$ cat src/rtl/stage_fetch.sv
// Instruction fetch stage: keeps the fetch PC, issues in-order requests to
// instruction memory, buffers responses and drives the IF/DE pipeline register.
module stage_fetch #(
   parameter logic [31:0] RESET_PC  = 32'h0000_0000,
   parameter int unsigned DEPTH     = 2,
   parameter logic [31:0] NOP_INSTR = 32'h0000_0000
) (
   input  logic        clk,
   input  logic        rst,
   input  logic        de_stall,
   input  logic        de_clear,
   input  logic        ex_pc_src,
   input  logic [31:0] ex_pc_target,
   output logic        imem_req,
   output logic [31:0] imem_addr,
   input  logic        imem_ready,
   input  logic        imem_rvalid,
   input  logic [31:0] imem_rdata,
   output logic [31:0] de_instr,
   output logic [31:0] de_pc,
   output logic [31:0] de_pc_plus4
);

   localparam int unsigned PW = (DEPTH > 1) ? $clog2(DEPTH) : 1;
   localparam int unsigned CW = $clog2(DEPTH + 1);
   localparam logic [CW:0] DEPTH_C = (CW + 1)'(DEPTH);

   logic [31:0]   fetch_pc_q, fetch_pc_d;
   logic [31:0]   rq_pc_q [DEPTH];
   logic [PW-1:0] rq_wr_q, rq_wr_d, rq_rd_q, rq_rd_d;
   logic [31:0]   bf_pc_q [DEPTH];
   logic [31:0]   bf_instr_q [DEPTH];
   logic [PW-1:0] bf_wr_q, bf_wr_d, bf_rd_q, bf_rd_d;
   logic [CW-1:0] bf_cnt_q, bf_cnt_d;
   logic [CW-1:0] out_q, out_d;
   logic [CW-1:0] disc_q, disc_d;
   logic [31:0]   de_instr_q, de_instr_d;
   logic [31:0]   de_pc_q, de_pc_d;
   logic [31:0]   de_pc_plus4_q, de_pc_plus4_d;

   logic room, req_fire, resp_keep, advance, bf_empty, bf_pop, bypass, bf_push;
   logic unused_tgt_lsb;

   // Request channel: a request transfers on a cycle where imem_req && imem_ready;
   // imem_req/imem_addr stay stable until then. Responses are in order and always accepted.
   assign room      = ({1'b0, out_q} + {1'b0, bf_cnt_q}) < DEPTH_C;
   assign imem_req  = !rst && !ex_pc_src && room;
   assign imem_addr = fetch_pc_q;
   assign req_fire  = imem_req && imem_ready;

   assign resp_keep = imem_rvalid && (disc_q == '0) && !ex_pc_src;
   // de_clear consumes the candidate instruction even while stalled, then loads a bubble.
   assign advance   = de_clear || !de_stall;
   assign bf_empty  = (bf_cnt_q == '0);
   assign bf_pop    = advance && !bf_empty && !ex_pc_src;
   assign bypass    = advance && bf_empty && resp_keep;
   assign bf_push   = resp_keep && !bypass;

   assign unused_tgt_lsb = ^ex_pc_target[1:0];

   always_comb begin
      fetch_pc_d = fetch_pc_q;
      rq_wr_d    = rq_wr_q + PW'(req_fire);
      rq_rd_d    = rq_rd_q + PW'(imem_rvalid);
      out_d      = out_q + CW'(req_fire) - CW'(imem_rvalid);
      disc_d     = disc_q;
      bf_wr_d    = bf_wr_q + PW'(bf_push);
      bf_rd_d    = bf_rd_q + PW'(bf_pop);
      bf_cnt_d   = bf_cnt_q + CW'(bf_push) - CW'(bf_pop);

      if (ex_pc_src) begin
         fetch_pc_d = {ex_pc_target[31:2], 2'b00};
         disc_d     = out_q - CW'(imem_rvalid);
         bf_rd_d    = bf_wr_q;
         bf_cnt_d   = '0;
      end else begin
         if (req_fire) begin
            fetch_pc_d = fetch_pc_q + 32'd4;
         end
         if (imem_rvalid && (disc_q != '0)) begin
            disc_d = disc_q - CW'(1);
         end
      end
   end

   always_comb begin
      de_instr_d    = de_instr_q;
      de_pc_d       = de_pc_q;
      de_pc_plus4_d = de_pc_plus4_q;
      if (ex_pc_src || de_clear) begin
         de_instr_d    = NOP_INSTR;
         de_pc_d       = 32'd0;
         de_pc_plus4_d = 32'd0;
      end else if (de_stall) begin
         de_instr_d    = de_instr_q;
      end else if (!bf_empty) begin
         de_instr_d    = bf_instr_q[bf_rd_q];
         de_pc_d       = bf_pc_q[bf_rd_q];
         de_pc_plus4_d = bf_pc_q[bf_rd_q] + 32'd4;
      end else if (resp_keep) begin
         de_instr_d    = imem_rdata;
         de_pc_d       = rq_pc_q[rq_rd_q];
         de_pc_plus4_d = rq_pc_q[rq_rd_q] + 32'd4;
      end else begin
         de_instr_d    = NOP_INSTR;
         de_pc_d       = 32'd0;
         de_pc_plus4_d = 32'd0;
      end
   end

   always_ff @(posedge clk) begin
      if (rst) begin
         fetch_pc_q    <= RESET_PC;
         rq_wr_q       <= '0;
         rq_rd_q       <= '0;
         bf_wr_q       <= '0;
         bf_rd_q       <= '0;
         bf_cnt_q      <= '0;
         out_q         <= '0;
         disc_q        <= '0;
         de_instr_q    <= NOP_INSTR;
         de_pc_q       <= 32'd0;
         de_pc_plus4_q <= 32'd0;
      end else begin
         fetch_pc_q    <= fetch_pc_d;
         rq_wr_q       <= rq_wr_d;
         rq_rd_q       <= rq_rd_d;
         bf_wr_q       <= bf_wr_d;
         bf_rd_q       <= bf_rd_d;
         bf_cnt_q      <= bf_cnt_d;
         out_q         <= out_d;
         disc_q        <= disc_d;
         de_instr_q    <= de_instr_d;
         de_pc_q       <= de_pc_d;
         de_pc_plus4_q <= de_pc_plus4_d;
      end
   end

   // Storage arrays carry no reset; their contents are qualified by the pointers.
   always_ff @(posedge clk) begin
      if (!rst && req_fire) begin
         rq_pc_q[rq_wr_q] <= fetch_pc_q;
      end
      if (!rst && bf_push) begin
         bf_pc_q[bf_wr_q]    <= rq_pc_q[rq_rd_q];
         bf_instr_q[bf_wr_q] <= imem_rdata;
      end
   end

   assign de_instr    = de_instr_q;
   assign de_pc       = de_pc_q;
   assign de_pc_plus4 = de_pc_plus4_q;

endmodule

$ cat config.mk
export PLATFORM = sky130hd
export DESIGN_NAME = stage_fetch
export DESIGN_NICKNAME = d
export VERILOG_FILES = /design/src/rtl/stage_fetch.sv
export SDC_FILE = /design/constraint.sdc
export NUM_CORES = 1
export LEC_CHECK = 0
export BUFFER_PORTS_ARGS = -buffer_cell sky130_fd_sc_hd__buf_2
export CORE_ASPECT_RATIO = 0.75
export CORE_MARGIN = 2
export CORE_UTILIZATION = 36
export CTS_BUF_LIST = sky130_fd_sc_hd__clkbuf_8
export CTS_CLUSTER_SIZE = 14
export DETAILED_ROUTE_END_ITERATION = 7
export PLACE_DENSITY = 0.64
export SYNTH_ARGS = -nofsm -noshare
export SYNTH_HDL_FRONTEND = slang
export SYNTH_SLANG_ARGS = --single-unit
$ cat constraint.sdc
create_clock -name clk -period 7.1 [get_ports clk]
set_input_delay 0 -clock clk [delete_from_list [all_inputs] [get_ports clk]]
set_output_delay 0 -clock clk [all_outputs]
set_load 0.05 [all_outputs]
### After elaboration in Yosys (flattened, before gate mapping)

Memories as Yosys holds them, arrays and structs flattened. A register that Yosys moved wholly into a read port is not among the register bits.
Cells that the tools add are included.

* add/subtract/negate cells: 14
* magnitude comparators: 1
* multiplexer cells: 18
* reductions and logical operators: 27

Operators with widths (count)
* $mux 32: 8
* $add 32x3->32 const B: 3
* $logic_and 1x1->1: 13
* $mux 1: 8
* $reduce_bool 2->1: 3
* $sub 2x1->2: 3
* $logic_not 1->1: 5
* $add 1x1->1: 4
* $add 2x1->2: 2
* $logic_not 2->1: 2
* $mux 2: 2
* $reduce_or 2->1: 2
* $add 2x2->3: 1
* $lt 3x2->1 const B: 1
* $logic_or 1x1->1: 2
* $sub 2x1->2 const B: 1

* bits in registers: 138
* bits in writable memories: 192
* input port bits: 71
* output and inout port bits: 129
* logic and storage cells: 75
* memories kept: 3

Memory list
* bf_instr_q: depth 2, width 32, rd ports 1, clocked after Yosys merged registers in 1, wr ports 1, RTL line 32 `logic [31:0] bf_instr_q [DEPTH];`
* bf_pc_q: depth 2, width 32, rd ports 1, clocked after Yosys merged registers in 1, wr ports 1, RTL line 31 `logic [31:0] bf_pc_q [DEPTH];`
* rq_pc_q: depth 2, width 32, rd ports 1, clocked after Yosys merged registers in 1, wr ports 1, RTL line 29 `logic [31:0] rq_pc_q [DEPTH];`

### Logic depth before layout (Yosys ltp)

Gate-level depths: netlist of run 1.

* word-level depth: 9
* depth in mapped cells: 12
* depth with buffers taken out: 10

### Worst setup path before layout of run 1

OpenSTA, ideal clock, no wires.

* path kind: register to register
* from: register bf_cnt_q[1]
* to: memory bf_instr_q[1][0] (enable)
* library setup time: 0.571 ns
* arrival time: 5.603 ns
* required time: 6.529 ns
* path slack: 0.926 ns
* cell stages (with the launch flop): 5
* buffers on the path: 1
* clock period less this slack: 6.174 ns
* cell sequence: dfxtp_1 > or2_2 > clkbuf_1 > o21ai_0 > nor3b_1

* cells in the longest elaborated chain, start to end: 8

Ends and longest elaborated chain
* from (decl): RTL line 34 `logic [CW-1:0] bf_cnt_q, bf_cnt_d;`
* from (signal assigned): RTL line 130 `bf_cnt_q <= bf_cnt_d;`
* $logic_not 2->1: RTL line 54 `assign bf_empty = (bf_cnt_q == '0);`
* $logic_and 1x1->1 (2 in a row): RTL line 56 `assign bypass = advance && bf_empty && resp_keep;`
* $logic_not 1->1: RTL line 57 `assign bf_push = resp_keep && !bypass;`
* $logic_and 1x1->1: RTL line 57
* $logic_and 1x1->1: RTL line 144 `if (!rst && bf_push) begin`
* $mux 1: RTL line 144
* $mux 1 (implied by the code): RTL line 146 `bf_instr_q[bf_wr_q] <= imem_rdata;`
* to (decl): RTL line 32

Every way passes these cells.

### Final worst setup path of run 1

* from: register bf_cnt_q[0]
* to: register fetch_pc_q[28] (netlist: imem_addr[28])

* cells in the longest elaborated chain, start to end: 5

Ends and longest elaborated chain
* $add 2x2->3: RTL line 46 `assign room = ({1'b0, out_q} + {1'b0, bf_cnt_q}) < DEPTH_C;`
* $lt 3x2->1: RTL line 46
* $logic_and 1x1->1: RTL line 47 `assign imem_req = !rst && !ex_pc_src && room;`
* $logic_and 1x1->1: RTL line 49 `assign req_fire = imem_req && imem_ready;`
* $reduce_bool 2->1 (no source line)
* to (signal assigned): RTL line 125 `fetch_pc_q <= fetch_pc_d;`
* to (decl): RTL line 28 `logic [31:0] fetch_pc_q, fetch_pc_d;`

Every way passes these cells.
A chain may end at the register's enable or synchronous reset.

==> results of run 1 <==
[critical path: stages (launching register included)]
cell and delay (ns):
dfxtp_1 0.39, and2_1 0.16, fa_1 0.45, nor4_4 0.29
and2_1 0.20, inv_2 0.25, or4_4 0.67, nand2b_4 0.17
mux2_4 0.30, a21oi_2 0.12, dlygate4sd3_1 0.54
[final timing paths]
check	start	endpoint	slack (ns)	depth (start not counted)
min reg2reg	de_pc_plus4[5]	de_pc_plus4[5]	0.46	2
min	ex_pc_src	imem_addr[19]	0.05	4
max reg2reg	bf_cnt_q[0]	imem_addr[28]	3.48	10
max	bf_cnt_q[0]	imem_addr[28]	3.48	10
[registers in the layout, summed over array words and instances (netlist names)]
register     flops
bf_cnt_q         2
bf_wr_q          1
rq_pc_q         60
de_instr        32
bf_pc_q         60
bf_rd_q          1
imem_addr       30
de_pc_plus4     30
rq_rd_q          1
rq_wr_q          1
out_q            2
bf_instr_q      64
de_pc           30
disc_q           2
[synthesized netlist by cell type, drive strengths merged, types with 33 or more instances]
| library cell | number |
|---|---|
| o21ai | 83 |
| inv | 37 |
| nand3 | 46 |
| a21oi | 46 |
| mux2 | 44 |
| mux2i | 50 |
| buf | 33 |
| clkbuf | 61 |
| nor2 | 104 |
| a221o | 34 |
| dfxtp | 132 |
| edfxtp | 184 |
| nand2 | 73 |
[per-layer routing]
metal | vias to the layer above | GRT usage | part of all wire
li1 | 5465 | - | -
met1 | 5836 | 0.267 | 0.45
met2 | 462 | 0.310 | 0.46
met3 | 74 | 0.0361 | 0.071
met4 | 0 | 0.0555 | 0.023
met5 | - | 0 | 0
[cells by family after synthesis]
group	after synthesis	share of synthesized area
buffers and inverters	132	0.0389
other	1	0.000259
AOI/OAI and AO/OA	323	0.159
adders and majority gates	10	0.00916
muxes	94	0.0690
DFF	316	0.564
and+or+nand+nor	373	0.133
xor gates and xnor gates	43	0.0260
[layout make-up]
class	count	area [um^2]	share of cell area
Clock buffer	61	840	0.0473
Clock inverter	37	154	0.00867
Inverter	38	144	0.00811
Multi-Input combinational cell	849	5790	0.326
Sequential cell	316	8170	0.460
Tap cell	520	651	0.0367
Timing Repair Buffer	300	2000	0.113
[per-stage QoR]
step | setup WS [ns] | total power (W) | hold slack, ns | area [um^2] | std cells
2_1_floorplan | 0.926 | 0.00235 | 0.0740 | 14500 | 1297
3_3_place_gp | 3.59 | 0.00246 | 0.203 | 15900 | 1933
3_5_place_dp | 3.55 | 0.00247 | 0.207 | 15900 | 1933
4_1_cts | 3.50 | 0.00404 | 0.00775 | 17800 | 2121
5_1_grt | 3.30 | 0.00417 | 0.0697 | 17800 | 2121
6_report | 3.48 | 0.00400 | 0.0479 | 17800 | 2121
[power groups by stage]
stage          logic (W)  registers (W)  clock network (W)
6_report        0.000455        0.00202            0.00153
5_1_grt         0.000490        0.00202            0.00165
4_1_cts         0.000452        0.00202            0.00156
3_5_place_dp    0.000410        0.00206                  0
3_3_place_gp    0.000404        0.00206                  0
2_1_floorplan   0.000229        0.00212                  0
==> run_summary.xml, run 1 <==
<?xml version="1.0" encoding="UTF-8"?>
<metrics>
  <group name="sta">
    <metric name="final_hold_viol_count" unit="">0</metric>
    <metric name="slew_headroom" unit="">0.325</metric>
    <metric name="max_freq" unit="MHz">276</metric>
    <metric name="timing_worst_slew_pin_value" unit="ns">1.01</metric>
    <metric name="maxSlewViolCount" unit="">0</metric>
    <metric name="setup_repair_after_global_routing_missed_its_margin" unit="">no</metric>
    <metric name="post-route-period-util" unit="">0.510</metric>
    <metric name="finalCriticalPeriod" unit="ns">3.62</metric>
    <metric name="timing.clock.skew" unit="ns">0.0194</metric>
    <metric name="final_setup_violations" unit="">0</metric>
    <metric name="accumulated_negative_setup_slack" unit="ns">0</metric>
  </group>
  <group name="floorplanning">
    <metric name="die_h" unit="um">178</metric>
    <metric name="rows" unit="">63</metric>
    <metric name="dieWidth" unit="um">236</metric>
    <metric name="placeableCoreArea" unit="mm^2">0.0396</metric>
    <metric name="die_ar" unit="mm^2">0.0419</metric>
    <metric name="effective_utilization_at_floorplan" unit="">0.366</metric>
    <metric name="total_i_o_pin_count" unit="">200</metric>
  </group>
  <group name="drt">
    <metric name="drt-pass1-iter-count" unit="">6</metric>
    <metric name="num_vias" unit="">11837</metric>
    <metric name="drtIter0Drc" unit="">1138</metric>
    <metric name="routed_wirelength" unit="um">41600</metric>
    <metric name="vias_per_cell" unit="">5.58</metric>
    <metric name="drtAntennaViolNets" unit="">0</metric>
    <metric name="avgRoutedWirePerCell" unit="um">19.6</metric>
    <metric name="drc_errors" unit="">0</metric>
  </group>
  <group name="pwr">
    <metric name="internal_power" unit="W">0.00292</metric>
    <metric name="p_sw" unit="W">0.00108</metric>
    <metric name="power.static_leakage" unit="nW">6.78</metric>
    <metric name="power.ir.vdd_worst" unit="V">0.000108</metric>
    <metric name="p_seq_frac" unit="">0.505</metric>
    <metric name="power.density" unit="mW/mm^2">225</metric>
    <metric name="power.share.switching" unit="">0.269</metric>
    <metric name="p_comb_frac" unit="">0.114</metric>
    <metric name="clockPowerShare" unit="">0.381</metric>
  </group>
  <group name="global_route">
    <metric name="grt_start_max_net_pins" unit="">85</metric>
    <metric name="grt_first_pass_wirelength" unit="um">63900</metric>
    <metric name="antenna_found_initial" unit="">0</metric>
    <metric name="groute.usage.overall" unit="">0.193</metric>
    <metric name="grt_pass1_vias" unit="">11206</metric>
    <metric name="grt.overflow.total" unit="">0</metric>
  </group>
  <group name="final_layout">
    <metric name="post_route_cells_drive_above_1_share" unit="">0.219</metric>
    <metric name="top_library_cells_by_usage_in_the_layout_fill_and_taps_aside" unit="">buf_2 (191), edfxtp_1 (184), dfxtp_1 (130)</metric>
    <metric name="mostFrequentLayoutCell" unit="">buf_2</metric>
    <metric name="final_core_util" unit="">0.449</metric>
    <metric name="nNetsFinal" unit="">1638</metric>
    <metric name="area_growth" unit="%">22.6</metric>
    <metric name="final.fill_count" unit="">3708</metric>
    <metric name="diodes" unit="">0</metric>
  </group>
  <group name="placement">
    <metric name="port_buffers" unit="">191</metric>
    <metric name="place_congestion" unit="">0.840</metric>
    <metric name="place_hpwl" unit="um">26200</metric>
  </group>
  <group name="yosys">
    <metric name="synth.yosys.warnings" unit="">0</metric>
    <metric name="synth_sequential_area_ratio" unit="">0.564</metric>
    <metric name="synth_enable_flop_cells" unit="">184</metric>
    <metric name="post_synth_instance_area" unit="mm^2">0.0145</metric>
    <metric name="syn_avg_cell_area" unit="um^2">11.2</metric>
    <metric name="synth_cell_types" unit="">76</metric>
    <metric name="synth_top_area_cell" unit="">edfxtp_1</metric>
    <metric name="syn-instance-count" unit="">1292</metric>
    <metric name="ys_async_sr_fraction" unit="">0</metric>
    <metric name="synth_top_cells_by_area" unit="">edfxtp_1 (38%), dfxtp_1 (18%), mux2i_1 (3.5%)</metric>
    <metric name="ys_dominant_reg_cell" unit="">edfxtp_1</metric>
    <metric name="synth_top_cell_area_share" unit="">0.382</metric>
    <metric name="synth_seq_cells" unit="">316</metric>
  </group>
  <group name="clock_tree">
    <metric name="sinks_on_clock_net" unit="">316</metric>
    <metric name="tritoncts.num_buffers" unit="">52</metric>
    <metric name="cts_tree" unit="">built</metric>
    <metric name="worst_skew_pair.late_latency" unit="ns">0.60</metric>
    <metric name="clk_pin_slew" unit="ns">0.07</metric>
    <metric name="htreeDepth" unit="">2</metric>
    <metric name="clk_path_buf_depth" unit="">3</metric>
    <metric name="hold_fix_buffer_count_after_cts" unit="">90</metric>
    <metric name="clock-root-buffer" unit="">clkbuf_8</metric>
    <metric name="cts_resized" unit="">0</metric>
    <metric name="postCtsSetupBuffers" unit="">0</metric>
  </group>
  <group name="setup_path">
    <metric name="crit_required" unit="ns">7.65</metric>
    <metric name="cp.arrival" unit="ns">4.16</metric>
    <metric name="worstSetupStartpointType" unit="">register</metric>
    <metric name="crit_type" unit="">reg -&gt; reg</metric>
    <metric name="timing.critical_path.to_type" unit="">register</metric>
    <metric name="largest_fanout_on_the_critical_path" unit="">39</metric>
  </group>
  <group name="flow_run">
    <metric name="drv.max_cap_violation_count" unit="">0</metric>
  </group>
  <group name="status">
    <metric name="run_status" unit="">complete, no violations</metric>
  </group>
  <group name="worst_hold_path">
    <metric name="hold_path.class" unit="">in -&gt; reg</metric>
  </group>
</metrics>
Note: power is estimated with default switching activity, not from simulation.
==> inputs of run 2 (changes only) <==
--- a/config.mk
+++ b/config.mk
@@ -12,7 +12,7 @@
 export CTS_BUF_LIST = sky130_fd_sc_hd__clkbuf_8
 export CTS_CLUSTER_SIZE = 14
 export DETAILED_ROUTE_END_ITERATION = 7
-export PLACE_DENSITY = 0.64
+export PLACE_DENSITY = 0.66
 export SYNTH_ARGS = -nofsm -noshare
 export SYNTH_HDL_FRONTEND = slang
 export SYNTH_SLANG_ARGS = --single-unit
==> constraint.sdc (replaced) <==
create_clock -name clk -period 3.05 [get_ports clk]
set_input_delay 0 -clock clk [delete_from_list [all_inputs] [get_ports clk]]
set_output_delay 0 -clock clk [all_outputs]
set_load 0.05 [all_outputs]
==> run 2 against run 1 <==
Net effect: core utilization grew 0.14 points; combinational power grew 140%; via count shrank 0.91%; clock skew shrank 0.0036 ns; critical path type unchanged; critical endpoint is now de_pc_plus4[28]; largest power group unchanged.
==> run_summary.xml, run 2 (synthesis results as in run 1) <==
<?xml version="1.0" encoding="UTF-8"?>
<metrics>
  <group name="global_route">
    <metric name="grt_first_pass_wirelength" unit="um">64000</metric>
    <metric name="grt_start_max_net_pins" unit="">65</metric>
    <metric name="groute.usage.overall" unit="">0.194</metric>
    <metric name="grt_pass1_vias" unit="">11305</metric>
    <metric name="grt.overflow.total" unit="">0</metric>
    <metric name="antenna_found_initial" unit="">0</metric>
  </group>
  <group name="setup_path">
    <metric name="crit_required" unit="ns">3.51</metric>
    <metric name="timing.critical_path.to_type" unit="">register</metric>
    <metric name="r2r_setup_slack" unit="ns">0.20</metric>
    <metric name="crit_type" unit="">reg -&gt; reg</metric>
    <metric name="largest_fanout_on_the_critical_path" unit="">12</metric>
    <metric name="worstSetupStartpointType" unit="">register</metric>
    <metric name="cp.arrival" unit="ns">3.31</metric>
  </group>
  <group name="floorplanning">
    <metric name="placeableCoreArea" unit="mm^2">0.0396</metric>
    <metric name="effective_utilization_at_floorplan" unit="">0.366</metric>
    <metric name="dieWidth" unit="um">236</metric>
    <metric name="rows" unit="">63</metric>
    <metric name="total_i_o_pin_count" unit="">200</metric>
    <metric name="die_ar" unit="mm^2">0.0419</metric>
    <metric name="die_h" unit="um">178</metric>
  </group>
  <group name="sta">
    <metric name="max_freq" unit="MHz">351</metric>
    <metric name="timing.clock.skew" unit="ns">0.0158</metric>
    <metric name="final_hold_viol_count" unit="">0</metric>
    <metric name="finalCriticalPeriod" unit="ns">2.85</metric>
    <metric name="final_setup_violations" unit="">0</metric>
    <metric name="setup_ws" unit="ns">0.201</metric>
    <metric name="setup_repair_after_global_routing_missed_its_margin" unit="">no</metric>
    <metric name="maxSlewViolCount" unit="">0</metric>
    <metric name="post-route-period-util" unit="">0.934</metric>
    <metric name="slew_headroom" unit="">0.417</metric>
    <metric name="timing_worst_slew_pin_value" unit="ns">0.873</metric>
  </group>
  <group name="pwr">
    <metric name="totalPowerFinal" unit="W">0.00936</metric>
    <metric name="power.share.switching" unit="">0.264</metric>
    <metric name="p_comb_frac" unit="">0.114</metric>
    <metric name="power.density" unit="mW/mm^2">526</metric>
    <metric name="clockPowerShare" unit="">0.383</metric>
    <metric name="internal_power" unit="W">0.00689</metric>
    <metric name="p_seq_frac" unit="">0.502</metric>
    <metric name="power.ir.vdd_worst" unit="V">0.000252</metric>
    <metric name="power.static_leakage" unit="nW">6.78</metric>
    <metric name="p_sw" unit="W">0.00247</metric>
  </group>
  <group name="placement">
    <metric name="port_buffers" unit="">191</metric>
    <metric name="place_congestion" unit="">0.895</metric>
    <metric name="place_hpwl" unit="um">27600</metric>
    <metric name="post-place-ws" unit="ns">0.256</metric>
    <metric name="dp_cells" unit="">1951</metric>
  </group>
  <group name="clock_tree">
    <metric name="sinks_on_clock_net" unit="">316</metric>
    <metric name="clk_pin_slew" unit="ns">0.06</metric>
    <metric name="htreeDepth" unit="">2</metric>
    <metric name="clk_path_buf_depth" unit="">3</metric>
    <metric name="tritoncts.num_buffers" unit="">51</metric>
    <metric name="cts_tree" unit="">built</metric>
    <metric name="clock-root-buffer" unit="">clkbuf_8</metric>
    <metric name="cts_resized" unit="">0</metric>
    <metric name="worst_skew_pair.late_latency" unit="ns">0.59</metric>
  </group>
  <group name="final_layout">
    <metric name="diodes" unit="">0</metric>
    <metric name="largestRegisters" unit="">bf_instr_q x64, bf_pc_q x60, rq_pc_q x60</metric>
    <metric name="max_ffs_per_register" unit="">64</metric>
    <metric name="final.fill_count" unit="">3654</metric>
    <metric name="top_library_cells_by_usage_in_the_layout_fill_and_taps_aside" unit="">buf_2 (191), edfxtp_1 (184), dfxtp_1 (129)</metric>
    <metric name="regMostFlops" unit="">bf_instr_q</metric>
    <metric name="nNetsFinal" unit="">1636</metric>
    <metric name="final_cells" unit="">2115</metric>
    <metric name="area_growth" unit="%">23.0</metric>
    <metric name="post_route_cells_drive_above_1_share" unit="">0.233</metric>
    <metric name="mostFrequentLayoutCell" unit="">buf_2</metric>
  </group>
  <group name="worst_hold_path">
    <metric name="hold_path.class" unit="">in -&gt; reg</metric>
  </group>
  <group name="drt">
    <metric name="avgRoutedWirePerCell" unit="um">19.6</metric>
    <metric name="num_vias" unit="">11729</metric>
    <metric name="drtAntennaViolNets" unit="">0</metric>
    <metric name="drt-pass1-iter-count" unit="">5</metric>
    <metric name="drc_errors" unit="">0</metric>
    <metric name="vias_per_cell" unit="">5.55</metric>
    <metric name="routed_wirelength" unit="um">41600</metric>
    <metric name="drtIter0Drc" unit="">938</metric>
  </group>
  <group name="status">
    <metric name="run_status" unit="">complete, no violations</metric>
  </group>
  <group name="flow_run">
    <metric name="drv.max_cap_violation_count" unit="">0</metric>
  </group>
</metrics>
## run 2: cell types whose count changed in the layout (fill, tap and decap cells not counted), sizes merged
cell / previous run / this run
dlygate4sd3: 90 / 71
buf: 210 / 228
clkbuf: 61 / 58
clkinvlp: 3 / 0
inv: 62 / 59
bufinv: 0 / 2
clkinv: 10 / 12
## run 2: per-layer routing
metal	wire, um	GRT usage	vias to the layer above	share of wire
met2	19000	0.307	479	0.46
met3	3250	0.0440	68	0.078
li1	-	-	5462	-
met4	1000	0.0589	0	0.024
met1	18300	0.265	5720	0.44
met5	0	0	-	0
## run 2: cell type report
type                       instances  area, um^2  area share
clock buffer                      58         798      0.0448
clock inverter                    35         190      0.0107
inverter                          38         144     0.00808
multi-input combinational        849        5820       0.327
sequential                       316        8170       0.459
tap                              520         651      0.0365
timing repair buffer             299        2030       0.114
## run 2: path summary, 6_finish.rpt
check,startpoint,endpoint,cells after the start
setup / recovery,bf_rd_q,de_pc_plus4[28],8
hold / removal,imem_rdata[9],bf_instr_q[0][9],2
setup reg to reg,bf_rd_q,de_pc_plus4[28],8
hold reg to reg,de_pc_plus4[7],de_pc_plus4[7],2
## run 2: power groups by stage
stage	registers (W)	clock network (W)	logic, W
final	0.00471	0.00359	0.00107
after global routing	0.00472	0.00388	0.00115
after CTS	0.00470	0.00368	0.00107
after detailed placement	0.00480	0	0.000991
after global placement	0.00479	0	0.000977
after floorplan	0.00493	0	0.000544
## run 2: metrics by stage
| step | util | instance area, um^2 | setup TNS, ns | hold WS [ns] |
|---|---|---|---|---|
| floorplan | - | 14600 | -3.20 | 0.0703 |
| global route | 0.450 | 17800 | 0 | 0.127 |
| CTS | 0.450 | 17800 | 0 | 0.0998 |
| finish | 0.450 | 17800 | 0 | 0.163 |
| global placement | 0.407 | 16100 | 0 | 0.204 |
| detailed placement | 0.407 | 16100 | 0 | 0.207 |
## run 2: critical path, stage by stage (launching register included)
cell     delay (ns)
dfxtp_4        0.40
mux2_2         0.27
ha_1           0.20
inv_1          0.11
a21oi_1        0.34
nand4_1        0.39
or4_1          0.57
a31oi_1        0.32
a21oi_1        0.12
## run 2: timing repair
| item | 4_1_cts | 5_1_grt |
|---|---|---|
| hold buffers | 71 | 0 |
| hold endpoints to repair | 143 | 0 |
| buffers inserted | 0 | 0 |
==> inputs of run 3 (changes only) <==
--- a/config.mk
+++ b/config.mk
@@ -5,7 +5,7 @@
 export SDC_FILE = /design/constraint.sdc
 export NUM_CORES = 1
 export LEC_CHECK = 0
-export BUFFER_PORTS_ARGS = -buffer_cell sky130_fd_sc_hd__buf_2
+export BUFFER_PORTS_ARGS = -buffer_cell sky130_fd_sc_hd__clkbuf_2
 export CORE_ASPECT_RATIO = 0.75
 export CORE_MARGIN = 2
 export CORE_UTILIZATION = 36
==> run 3 against run 2 <==
Net effect: clock power rose by 3%; power rose by 1.1%; highest routed layer is now met5; combinational power barely moved; largest power group unchanged.
==> run_summary.xml, run 3 (synthesis results as in run 1) <==
<?xml version="1.0" encoding="UTF-8"?>
<metrics>
  <group name="status">
    <metric name="run_status" unit="">complete, no violations</metric>
  </group>
  <group name="setup_path">
    <metric name="worst_path_most_repeated_cell" unit="">and2_4</metric>
    <metric name="cp.arrival" unit="ns">3.40</metric>
    <metric name="cpPeakStageDelay" unit="ns">0.57</metric>
    <metric name="worst_r2r_startpoint" unit="">bf_cnt_q[0]</metric>
    <metric name="r2r_setup_slack" unit="ns">0.14</metric>
    <metric name="path_depth" unit="">10</metric>
    <metric name="cpLargestDelayFamily" unit="">simple AND/OR/NAND/NOR gates</metric>
    <metric name="r2r.worst_path.cells" unit="">10</metric>
    <metric name="cp-startpoint" unit="">bf_cnt_q[0]</metric>
    <metric name="crit_required" unit="ns">3.53</metric>
    <metric name="worst_r2r_endpoint" unit="">imem_addr[25]</metric>
    <metric name="critical_path.endpoint" unit="">imem_addr[25]</metric>
    <metric name="timing.critical_path.slowest_stage_cell" unit="">dlygate4sd3_1</metric>
    <metric name="crit_type" unit="">reg -&gt; reg</metric>
    <metric name="worstSetupStartpointType" unit="">register</metric>
    <metric name="largest_fanout_on_the_critical_path" unit="">36</metric>
    <metric name="crit_path_cell_trace" unit="">and2_4, fa_1, nor4_4, and2_4, inv_2, buf_12, and3_1, a21oi_1, o22ai_1, dlygate4sd3_1</metric>
    <metric name="worst-path-buf-inv" unit="">3</metric>
    <metric name="timing.critical_path.to_type" unit="">register</metric>
  </group>
  <group name="floorplanning">
    <metric name="dieWidth" unit="um">236</metric>
    <metric name="total_i_o_pin_count" unit="">200</metric>
    <metric name="placeableCoreArea" unit="mm^2">0.0396</metric>
    <metric name="die_h" unit="um">178</metric>
    <metric name="die_ar" unit="mm^2">0.0419</metric>
    <metric name="rows" unit="">63</metric>
    <metric name="effective_utilization_at_floorplan" unit="">0.366</metric>
  </group>
  <group name="sta">
    <metric name="maxSlewViolCount" unit="">0</metric>
    <metric name="finalCriticalPeriod" unit="ns">2.91</metric>
    <metric name="final_setup_violations" unit="">0</metric>
    <metric name="accumulated_negative_setup_slack" unit="ns">0</metric>
    <metric name="post-route-period-util" unit="">0.956</metric>
    <metric name="slew_headroom" unit="">0.354</metric>
    <metric name="final_hold_viol_count" unit="">0</metric>
    <metric name="timing_worst_slew_pin_value" unit="ns">0.966</metric>
    <metric name="timing.clock.skew" unit="ns">0.0318</metric>
    <metric name="max_freq" unit="MHz">343</metric>
  </group>
  <group name="drt">
    <metric name="avgRoutedWirePerCell" unit="um">19.4</metric>
    <metric name="drtAntennaViolNets" unit="">0</metric>
    <metric name="drtIter0Drc" unit="">1014</metric>
    <metric name="vias_per_cell" unit="">5.53</metric>
    <metric name="routed_wirelength" unit="um">41200</metric>
    <metric name="num_vias" unit="">11721</metric>
    <metric name="drc_errors" unit="">0</metric>
    <metric name="drt-pass1-iter-count" unit="">5</metric>
  </group>
  <group name="final_layout">
    <metric name="area_growth" unit="%">23.4</metric>
    <metric name="regMostFlops" unit="">bf_instr_q</metric>
    <metric name="top_library_cells_by_usage_in_the_layout_fill_and_taps_aside" unit="">clkbuf_2 (191), edfxtp_1 (184), dfxtp_1 (129)</metric>
    <metric name="max_ffs_per_register" unit="">64</metric>
    <metric name="post_route_cells_drive_above_1_share" unit="">0.232</metric>
    <metric name="largestRegisters" unit="">bf_instr_q x64, bf_pc_q x60, rq_pc_q x60</metric>
    <metric name="nNetsFinal" unit="">1640</metric>
    <metric name="final.fill_count" unit="">3686</metric>
    <metric name="mostFrequentLayoutCell" unit="">clkbuf_2</metric>
    <metric name="diodes" unit="">0</metric>
  </group>
  <group name="placement">
    <metric name="port_buffers" unit="">191</metric>
    <metric name="place_hpwl" unit="um">27100</metric>
    <metric name="place_congestion" unit="">0.887</metric>
  </group>
  <group name="clock_tree">
    <metric name="sinks_on_clock_net" unit="">316</metric>
    <metric name="worst_skew_pair.late_latency" unit="ns">0.60</metric>
    <metric name="tritoncts.num_buffers" unit="">53</metric>
    <metric name="cts_tree" unit="">built</metric>
    <metric name="htreeDepth" unit="">2</metric>
    <metric name="clk_path_buf_depth" unit="">3</metric>
    <metric name="clock-root-buffer" unit="">clkbuf_8</metric>
    <metric name="clk_pin_slew" unit="ns">0.06</metric>
  </group>
  <group name="pwr">
    <metric name="totalPowerFinal" unit="W">0.00947</metric>
    <metric name="power.static_leakage" unit="nW">6.73</metric>
    <metric name="power.ir.vdd_worst" unit="V">0.000256</metric>
    <metric name="power.density" unit="mW/mm^2">530</metric>
  </group>
  <group name="global_route">
    <metric name="grt_pass1_vias" unit="">11151</metric>
    <metric name="grt.overflow.total" unit="">0</metric>
    <metric name="antenna_found_initial" unit="">0</metric>
    <metric name="groute.usage.overall" unit="">0.192</metric>
    <metric name="grt_first_pass_wirelength" unit="um">63600</metric>
    <metric name="grt_start_max_net_pins" unit="">67</metric>
  </group>
  <group name="flow_run">
    <metric name="drv.max_cap_violation_count" unit="">0</metric>
  </group>
  <group name="worst_hold_path">
    <metric name="hold_path.class" unit="">in -&gt; reg</metric>
  </group>
</metrics>
run 3: worst min-delay path by stage:
stage / depth (start not counted) / start / slack (ns) / endpoint
finish: 2 / imem_rdata[10] / 0.17 / bf_instr_q[1][10]
global route: 2 / imem_rdata[4] / 0.14 / bf_instr_q[0][4]
CTS: 2 / imem_rdata[1] / 0.11 / bf_instr_q[0][1]
detailed placement: 1 / imem_rdata[1] / 0.21 / bf_instr_q[1][1]
global placement: 1 / imem_rdata[1] / 0.21 / bf_instr_q[0][1]
floorplan: 1 / ex_pc_src / 0.07 / imem_req
run 3: power breakdown:
part           internal [W]  switching, W
Sequential          0.00461     0.0000905
Combinational      0.000386      0.000686
Clock               0.00198       0.00172
Total               0.00698       0.00249
run 3: per-layer routing:
metal  track usage  part of all wire
met1         0.262              0.44
met2         0.310              0.46
met3        0.0350             0.068
met4        0.0544             0.022
met5        0.0140            0.0019
run 3: timing repair:
item	4_1_cts	5_1_grt
setup endpoints to repair	0	4
resized for setup	0	1
setup buffers	0	2
endpoints found under the hold margin	146	0
hold buffers	75	0
run 3: stage by stage:
step	std cells	hold slack, ns	util	area, um^2	setup slack [ns]
after global placement	1947	0.207	0.406	16100	0.267
after CTS	2118	0.109	0.451	17900	0.0205
after detailed placement	1947	0.209	0.406	16100	0.152
after global routing	2120	0.136	0.452	17900	-0.0103
final	2120	0.168	0.452	17900	0.135
after floorplan	1297	0.0703	-	14600	-0.101
run 3: cell type report:
type	count	area, um^2	area share
Sequential cell	316	8170	0.457
Clock buffer	61	840	0.0470
Timing Repair Buffer	301	2060	0.115
Inverter	38	144	0.00805
Multi-Input combinational cell	849	5820	0.326
Clock inverter	35	188	0.0105
Tap cell	520	651	0.0364
run 3: worst register-to-register path, cell delays in order (launching register included):
cell and delay, ns:
dfxtp_1 0.34, and2_4 0.15, fa_1 0.43, nor4_4 0.37
and2_4 0.23, inv_2 0.08, buf_12 0.18, and3_1 0.20
a21oi_1 0.15, o22ai_1 0.11, dlygate4sd3_1 0.57
